--- config.mk ---
export PLATFORM = sky130hd
export DESIGN_NAME = present_enc_sequencer
export DESIGN_NICKNAME = d
export VERILOG_FILES = /design/src/rtl/present_pkg.sv /design/src/rtl/present_ct_fifo.sv /design/src/rtl/present_enc_sequencer.sv
export SDC_FILE = /design/constraint.sdc
export NUM_CORES = 1
export LEC_CHECK = 0
export BUFFER_PORTS_ARGS = -buffer_cell sky130_fd_sc_hd__buf_4
export CAP_MARGIN = 5
export CELL_PAD_IN_SITES_DETAIL_PLACEMENT = 0
export CELL_PAD_IN_SITES_GLOBAL_PLACEMENT = 2
export CORE_UTILIZATION = 35
export CTS_CLUSTER_DIAMETER = 200
export CTS_CLUSTER_SIZE = 24
export DETAILED_ROUTE_END_ITERATION = 12
export GPL_TIMING_DRIVEN = 0
export PLACE_DENSITY = 0.85
export SLEW_MARGIN = 20
export SYNTH_ARGS = -nofsm -noshare
export SYNTH_HDL_FRONTEND = slang
export SYNTH_HIERARCHICAL = 1
export SYNTH_SLANG_ARGS = --single-unit
--- constraint.sdc ---
create_clock -name clk -period 10 [get_ports clk]
set_input_delay 0.5 -clock clk [delete_from_list [all_inputs] [get_ports clk]]
set_output_delay 0.5 -clock clk [all_outputs]
set_load 0.01 [all_outputs]
--- src/rtl/present_pkg.sv ---
// Shared constants and types for the PRESENT-80 encrypt sequencer.
// Contents: block/key widths, round count, sequencer state encoding,
// and the {plaintext,key} request payload.
package present_pkg;

    localparam int unsigned PRESENT_ROUNDS = 31;
    localparam int unsigned BLK_W          = 64;
    localparam int unsigned KEY_W          = 80;
    // Round counter wide enough for 0..31; the 31->0 wrap marks completion.
    localparam int unsigned RND_W          = $clog2(PRESENT_ROUNDS + 1);

    typedef enum logic [1:0] {
        ST_IDLE = 2'd0,
        ST_LOAD = 2'd1,
        ST_RUN  = 2'd2
    } seq_state_e;

    typedef struct packed {
        logic [KEY_W-1:0] key;
        logic [BLK_W-1:0] pt;
    } enc_req_t;

endpackage

--- src/rtl/present_ct_fifo.sv ---
// Synchronous first-word-fall-through FIFO for ciphertext results.
// Ports:
//   clk, rst_n    clock, synchronous active-low reset
//   push, push_data  write strobe and data (ignored when full without a pop)
//   pop           read strobe (ignored when empty)
//   head          data at FIFO head (don't-care when empty)
//   valid         FIFO not empty
//   count         number of stored entries
module present_ct_fifo #(
    parameter int unsigned WIDTH = 64,
    parameter int unsigned DEPTH = 2
) (
    input  logic                       clk,
    input  logic                       rst_n,
    input  logic                       push,
    input  logic [WIDTH-1:0]           push_data,
    input  logic                       pop,
    output logic [WIDTH-1:0]           head,
    output logic                       valid,
    output logic [$clog2(DEPTH+1)-1:0] count
);

    localparam int unsigned PTR_W = $clog2(DEPTH);
    localparam int unsigned CNT_W = $clog2(DEPTH + 1);

    logic [WIDTH-1:0] mem_q [DEPTH];
    logic [PTR_W-1:0] wr_ptr_q;
    logic [PTR_W-1:0] rd_ptr_q;
    logic [CNT_W-1:0] count_q;
    logic             pop_eff;
    logic             push_eff;

    assign pop_eff  = pop && (count_q != CNT_W'(0));
    assign push_eff = push && ((count_q != CNT_W'(DEPTH)) || pop_eff);

    // Pointers and occupancy; power-of-two depth lets pointers wrap naturally.
    always_ff @(posedge clk) begin
        if (!rst_n) begin
            wr_ptr_q <= '0;
            rd_ptr_q <= '0;
            count_q  <= '0;
        end else begin
            if (push_eff) wr_ptr_q <= wr_ptr_q + PTR_W'(1);
            if (pop_eff)  rd_ptr_q <= rd_ptr_q + PTR_W'(1);
            case ({push_eff, pop_eff})
                2'b10:   count_q <= count_q + CNT_W'(1);
                2'b01:   count_q <= count_q - CNT_W'(1);
                default: count_q <= count_q;
            endcase
        end
    end

    // Storage needs no reset; contents are only visible when count is non-zero.
    always_ff @(posedge clk) begin
        if (push_eff) mem_q[wr_ptr_q] <= push_data;
    end

    assign head  = mem_q[rd_ptr_q];
    assign valid = (count_q != CNT_W'(0));
    assign count = count_q;

endmodule

--- src/rtl/present_enc_sequencer.sv ---
// Feeds {plaintext,key} blocks into a PRESENT-80 core, counts its rounds,
// and queues the ciphertexts in a small FWFT FIFO.
// Ports:
//   clk, rst_n                 clock, synchronous active-low reset
//   in_valid/in_ready, in_pt, in_key   block input handshake
//   core_idat, core_key, core_load     registered drive to the core
//   core_odat                  core output
//   out_valid/out_ready, out_ct        result handshake (FIFO head)
//   busy                       block in flight
//   blk_cnt                    completed blocks, wraps
module present_enc_sequencer
    import present_pkg::*;
#(
    parameter int unsigned OUT_DEPTH = 2,
    parameter int unsigned CNT_W     = 16
) (
    input  logic             clk,
    input  logic             rst_n,
    input  logic             in_valid,
    output logic             in_ready,
    input  logic [BLK_W-1:0] in_pt,
    input  logic [KEY_W-1:0] in_key,
    output logic [BLK_W-1:0] core_idat,
    output logic [KEY_W-1:0] core_key,
    output logic             core_load,
    input  logic [BLK_W-1:0] core_odat,
    output logic             out_valid,
    input  logic             out_ready,
    output logic [BLK_W-1:0] out_ct,
    output logic             busy,
    output logic [CNT_W-1:0] blk_cnt
);

    localparam int unsigned FC_W = $clog2(OUT_DEPTH + 1);

    seq_state_e       state_q;
    logic [RND_W-1:0] cnt_q;
    logic             core_load_q;
    logic [CNT_W-1:0] blk_cnt_q;
    enc_req_t         req_q;
    logic [FC_W-1:0]  fifo_count;
    logic             accept;
    logic             capture;

    // A free slot is reserved at accept time, so the capture push never sees a full FIFO.
    assign in_ready = (state_q == ST_IDLE) && (fifo_count < FC_W'(OUT_DEPTH));
    assign accept   = in_valid && in_ready;
    // Counter mirrors the core's round register; its wrap to 0 means odat is final.
    assign capture  = (state_q == ST_RUN) && (cnt_q == RND_W'(0));

    // Sequencer FSM, round counter and completion counter.
    always_ff @(posedge clk) begin
        if (!rst_n) begin
            state_q     <= ST_IDLE;
            cnt_q       <= '0;
            core_load_q <= 1'b0;
            blk_cnt_q   <= '0;
        end else begin
            core_load_q <= 1'b0;
            case (state_q)
                ST_IDLE: begin
                    if (accept) begin
                        core_load_q <= 1'b1;
                        state_q     <= ST_LOAD;
                    end
                end
                ST_LOAD: begin
                    cnt_q   <= RND_W'(1);
                    state_q <= ST_RUN;
                end
                ST_RUN: begin
                    cnt_q <= cnt_q + RND_W'(1);
                    if (capture) begin
                        blk_cnt_q <= blk_cnt_q + CNT_W'(1);
                        state_q   <= ST_IDLE;
                    end
                end
                default: state_q <= ST_IDLE;
            endcase
        end
    end

    // Core operands are held across reset; only a fresh accept replaces them.
    always_ff @(posedge clk) begin
        if (rst_n && accept) begin
            req_q.pt  <= in_pt;
            req_q.key <= in_key;
        end
    end

    present_ct_fifo #(
        .WIDTH (BLK_W),
        .DEPTH (OUT_DEPTH)
    ) u_fifo (
        .clk       (clk),
        .rst_n     (rst_n),
        .push      (capture),
        .push_data (core_odat),
        .pop       (out_ready),
        .head      (out_ct),
        .valid     (out_valid),
        .count     (fifo_count)
    );

    assign core_idat = req_q.pt;
    assign core_key  = req_q.key;
    assign core_load = core_load_q;
    assign busy      = (state_q != ST_IDLE);
    assign blk_cnt   = blk_cnt_q;

endmodule
# After elaboration in Yosys (flattened, before gate mapping)
# Memories as Yosys holds them, arrays and structs flattened. A register that Yosys moved wholly into a read port is not among the register bits.
# Index checks and enable logic that the tools add are counted.
[totals]
regBits = 172
mem_bits_rw = 128
inputBits = 212
wordCells = 50
mem_count = 1
[mem_list]
columns = ["name", "words", "width", "read_ports", "rd_ports_with_merged_regs", "wr", "line_no", "source"]
rows = [
  ["u_fifo.mem_q", 2, 64, 1, 1, 1, "present_ct_fifo.sv:26", "logic [WIDTH-1:0] mem_q [DEPTH];"],
]
[op_classes]
n_addsub = 6
order_cmp = 1
n_eq_ne = 7
mux = 10
n_reduce_logical = 16
[ops]
columns = ["op", "count"]
rows = [
  ["$add 16x1->16 const B", 1],
  ["$pmux 5 s2", 1],
  ["$reduce_bool 2->1", 4],
  ["$logic_and 1x1->1", 6],
  ["$pmux 2 s3", 1],
  ["$reduce_and 2->1", 3],
  ["$add 5x1->5 const B", 1],
  ["$logic_not 5->1", 1],
  ["$mux 1", 5],
  ["$eq 2x1->1 const B", 2],
  ["$eq 2x2->1 const B", 2],
  ["$mux 2", 2],
  ["$ne 2x2->1 const B", 2],
  ["$pmux 2 s2", 1],
  ["$add 1x1->1 const B", 2],
  ["$add 2x1->2 const B", 1],
  ["$logic_not 2->1", 1],
  ["$lt 2x2->1 const B", 1],
  ["$ne 2x1->1 const B", 1],
  ["$sub 2x1->2 const B", 1],
  ["$logic_or 1x1->1", 1],
]

# Logic depth before layout (Yosys ltp)
[logic_depth]
ltp_word = 6
mapped_depth = 9

# Cells and area by module
# The synthesis kept the hierarchy.
[by_module_without_submodules]
columns = ["mod", "n_inst", "cells_per_inst", "area_per_inst_um2", "seq_area_each_um2"]
rows = [
  ["present_enc_sequencer", 1, 277, 5504.0, 4804.6],
  ["present_ct_fifo", 1, 225, 4890.9, 3943.8],
]

# Worst setup path after synthesis
# No wires, ideal clock.
[synth_path]
path_type = "register to register"
startpoint = "register state_q[0]"
endpoint = "register req_q (netlist bit core_idat[0]) (enable)"
setup_time_ns = 0.522
arrival_ns = 4.292
required_ns = 9.478
path_slack_ns = 5.186
path_stages_with_launch = 6
path_buffers = 0
synth_period_minus_slack_ns = 4.814
path_cell_list = "dfxtp_1 inv_1 ha_1 inv_1 nor2_1 and3_1"
[synth_via]
elab_chain_len = 4
[synth_rtl]
columns = ["item", "line_no", "source"]
rows = [
  ["from (decl)", "present_enc_sequencer.sv:36", "seq_state_e state_q;"],
  ["from (signal assigned)", "present_enc_sequencer.sv:54", "state_q <= ST_IDLE;"],
  ["from (signal assigned)", "present_enc_sequencer.sv:64", "state_q <= ST_LOAD;"],
  ["from (signal assigned)", "present_enc_sequencer.sv:69", "state_q <= ST_RUN;"],
  ["$logic_not 2->1", "present_enc_sequencer.sv:46", "assign in_ready = (state_q == ST_IDLE) && (fifo_count < FC_W'(OUT_DEPTH));"],
  ["$logic_and 1x1->1", "present_enc_sequencer.sv:46", ""],
  ["named net in_ready", "present_enc_sequencer.sv:20", "output logic in_ready,"],
  ["$logic_and 1x1->1", "present_enc_sequencer.sv:47", "assign accept = in_valid && in_ready;"],
  ["$logic_and 1x1->1", "present_enc_sequencer.sv:85", "if (rst_n && accept) begin"],
  ["to (decl)", "present_enc_sequencer.sv:40", "enc_req_t req_q;"],
]
# The timed path passes the listed nets, and every way through them passes these cells.
# A chain may end at the register's enable or synchronous reset.

# Final worst setup path
[layout_path]
startpoint = "register cnt_q[0]"
endpoint = "memory u_fifo.mem_q[1][38] (enable)"
[layout_via]
elab_chain_len = 5
[layout_rtl]
columns = ["item", "line_no", "source"]
rows = [
  ["from (decl)", "present_enc_sequencer.sv:37", "logic [RND_W-1:0] cnt_q;"],
  ["from (signal assigned)", "present_enc_sequencer.sv:72", "cnt_q <= cnt_q + RND_W'(1);"],
  ["$logic_not 5->1", "present_enc_sequencer.sv:49", "assign capture = (state_q == ST_RUN) && (cnt_q == RND_W'(0));"],
  ["$logic_and 1x1->1", "present_enc_sequencer.sv:49", ""],
  ["named net capture", "present_enc_sequencer.sv:43", "logic capture;"],
  ["$logic_and 1x1->1", "present_ct_fifo.sv:34", "assign push_eff = push && ((count_q != CNT_W'(DEPTH)) || pop_eff);"],
  ["$mux 1", "present_ct_fifo.sv:55", "if (push_eff) mem_q[wr_ptr_q] <= push_data;"],
  ["$mux 1 (implied by the code)", "present_ct_fifo.sv:55", ""],
  ["to (decl)", "present_ct_fifo.sv:26", ""],
]
# The timed path passes the listed nets, and every way through them passes these cells.

==> flow_summary.ini <==
[sta]
worst-slew-pin-transition_ps = 466
final_min_period_over_clock_period = 0.266
slew_headroom = 0.689
report.final.setup_viol = 0
highest_clock_rate_mhz = 376
timing.setup.tns_ps = 0
finalCriticalPeriod_ps = 2660
timing_max_transition_violations_final = 0
rsz0062_at_grt = no
timing_hold_violations_final = 0
timing.clock.skew_ps = 22.4

[routing]
detailroute.via_count = 6178
via_per_inst = 4.54
postRouteWirelength_mm = 28.2
routedWlPerCell_um = 20.7
ant_nets = 0
drc_errors = 0
drt_pre_antenna_iters = 4
drtIter0Drc = 333

[die]
core_area_sq_um = 28900
chipWidth_um = 174
fp.dieArea_sq_um = 30400
io_pins = 440
floorplan.initialDensity = 0.359
die_height_um = 174
rows = 62

[critical_path]
setup.worst_path.end_class = flop
r2r_slack_ps = 7340
setup.worst_path.start_class = flop
criticalPathCategory = reg -> reg
path_max_fanout = 25
crit-reg2reg-capture = u_fifo/mem_q[1][38]$_DFFE_PP_
worst-endpoint-required_ps = 10200
crit-reg2reg-launch = cnt_q[0]$_SDFFE_PN0P_
r2r_cells = 10
critical_path_arrival_ps = 2860

[yosys]
yosys_warnings = 6
synthMostInstantiatedCell = edfxtp_1
ranking_of_synthesized_cells_by_instance_count = 272 x edfxtp_1, 65 x mux2_2, 29 x dfxtp_1, 17 x nor2_1, 10 x xor2_1
postSynthCellCount = 502
synth-seq-cells = 301
syn-cell-area_sq_um = 10400
async_flop_share = 0
synth-edff-count = 272
yosysSeqAreaShare = 0.842
synth.top_cells.by_area = edfxtp_1 79%, mux2_2 7.0%, dfxtp_1 5.6%
postSynthNetCount = 721
netlist-cell-type-count = 39
yosys_most_used_dff = edfxtp_1
yosys.area.top_type_share = 0.786
top_cell_type_by_total_area_after_synthesis = edfxtp_1
syn_avg_cell_area_sq_um = 20.7

[final_layout]
area_growth_pct = 42.9
post_route_cells_drive_above_1_share = 0.566
num-nets-final = 1186
nFillCells = 2451
final_design_utilization = 0.513

[pwr]
power.density_cell_area_nw_per_um2 = 173
peakVddDrop_mv = 0.136
power.leakage_nw = 5.79

[clock_network]
cts-buffers-inserted = 16
cts.sink_count = 301
cts.htree.levels = 1
ctsRootBufferMaster = clkbuf_16
cts_max_path_buffers = 3
clk_pin_slew_worst_paths_ps = 100
post_cts_setup_buffer_count = 0
cts_hold_buffers = 0
tritoncts = built
cts_resized = 0
clock_insertion_delay_worst_skew_ps = 500

[global_route]
grt_first_pass_wirelength_mm = 39.6
grt_max_degree = 59
antenna_found_initial = 7
number_of_global_route_vias_before_repair = 6371
track_usage = 0.178
globalRoute.totalOverflow = 0

[flow_run]
maxCapViolations = 0

[status]
status = complete, no violations

[placement]
place.gp.congestion = 0.813
hpwl_mm = 21.9
port-buffer-count = 439

[hold_path]
hp-class = in -> reg
worstHoldEndpoint = core_key[58]$_DFFE_PP_
startpoint_of_the_tightest_hold_check_path = in_key[58]
worst_hold_path.num_cells = 1
[registers in the layout, indices dropped and copies added (netlist names), named ones only]
register and cells:
u_fifo/wr_ptr_q 1, blk_cnt 16, u_fifo/count 2, state_q 2, core_idat 64, core_load 1, cnt_q 5, u_fifo/rd_ptr_q 1
u_fifo/mem_q 128, core_key 80
[through the flow]
stage	hold WS [ps]	area [sq um]	cells	power [mW]	worst slack, ps
2_1_floorplan	451	10400	502	1.68	5190
3_3_place_gp	459	14200	1325	1.90	3580
3_5_place_dp	484	14400	1333	1.91	7350
4_1_cts	144	14800	1355	2.60	7300
5_1_grt	142	14900	1360	2.66	7120
6_report	170	14900	1360	2.56	7340
[cells in the final DEF, fill, tap and decap left out, types with 9 or more instances in the layout]
| master | n |
|---|---|
| dfxtp_1 | 29 |
| mux2_2 | 65 |
| inv_1 | 9 |
| xor2_1 | 10 |
| nand3_1 | 9 |
| nor2_1 | 15 |
| o21ai_0 | 9 |
| clkbuf_16 | 17 |
| buf_4 | 440 |
| edfxtp_1 | 272 |
[critical path, stage by stage (launching register included)]
cell and delay [ps]:
dfxtp_1 370, inv_1 70, ha_1 140, nor4b_4 350, buf_2 320, nand2_1 160
inv_1 180, o31ai_4 140, nor2_4 190, buf_12 210, buf_12 200
[cell families (layout without fill, tap and decap cells)]
family | Yosys count | after routing | synth area share
AO/OA/AOI/OAI | 23 | 23 | 0.0153
AND/OR/NAND/NOR | 66 | 66 | 0.0361
buffers and inverters | 23 | 492 | 0.0134
flip-flops | 301 | 301 | 0.842
adder cells (fa/ha/maj) | 7 | 7 | 0.00843
multiplexers | 69 | 69 | 0.0743
other | 0 | 5 | 0
XOR/XNOR | 13 | 13 | 0.0110
[how the worst max path moves through the flow]
stage / from / to / slack (ps) / depth (start not counted)
2_1_floorplan: state_q[0]$_SDFFE_PN0P_ / core_idat[0]$_DFFE_PP_ / 5190 / 5
3_3_place_gp: cnt_q[0]$_SDFFE_PN0P_ / u_fifo/mem_q[1][19]$_DFFE_PP_ / 3580 / 8
3_5_place_dp: cnt_q[0]$_SDFFE_PN0P_ / u_fifo/mem_q[0][14]$_DFFE_PP_ / 7350 / 10
4_1_cts: cnt_q[0]$_SDFFE_PN0P_ / u_fifo/mem_q[1][8]$_DFFE_PP_ / 7300 / 10
5_1_grt: cnt_q[0]$_SDFFE_PN0P_ / u_fifo/mem_q[1][8]$_DFFE_PP_ / 7120 / 10
6_report: cnt_q[0]$_SDFFE_PN0P_ / u_fifo/mem_q[1][38]$_DFFE_PP_ / 7340 / 10
[where the power goes]
part	internal [mW]	switching (mW)
Sequential	1.46	0.0237
Clock	0.314	0.376
Combinational	0.200	0.188
Total	1.98	0.587
[area by class of cell]
cell class | instances | area (sq um) | area share
buffer | 12 | 97.6 | 0.00657
antenna | 5 | 12.5 | 0.000843
clock buffer | 21 | 440 | 0.0297
clock inverter | 1 | 16.3 | 0.00110
multi-input combinational | 178 | 1530 | 0.103
tap | 384 | 480 | 0.0324
timing repair buffer | 447 | 3490 | 0.235
inverter | 11 | 41.3 | 0.00278
sequential | 301 | 8750 | 0.589
[layer usage]
metal / share of wire / GRT usage / wire (um)
met1: 0.37 / 0.212 / 10500
met3: 0.11 / 0.0641 / 2990
met2: 0.50 / 0.300 / 13900
met4: 0.024 / 0.0552 / 681
met5: 0.00082 / 0 / 23
No activity file was read; power rests on OpenSTA's default activity.
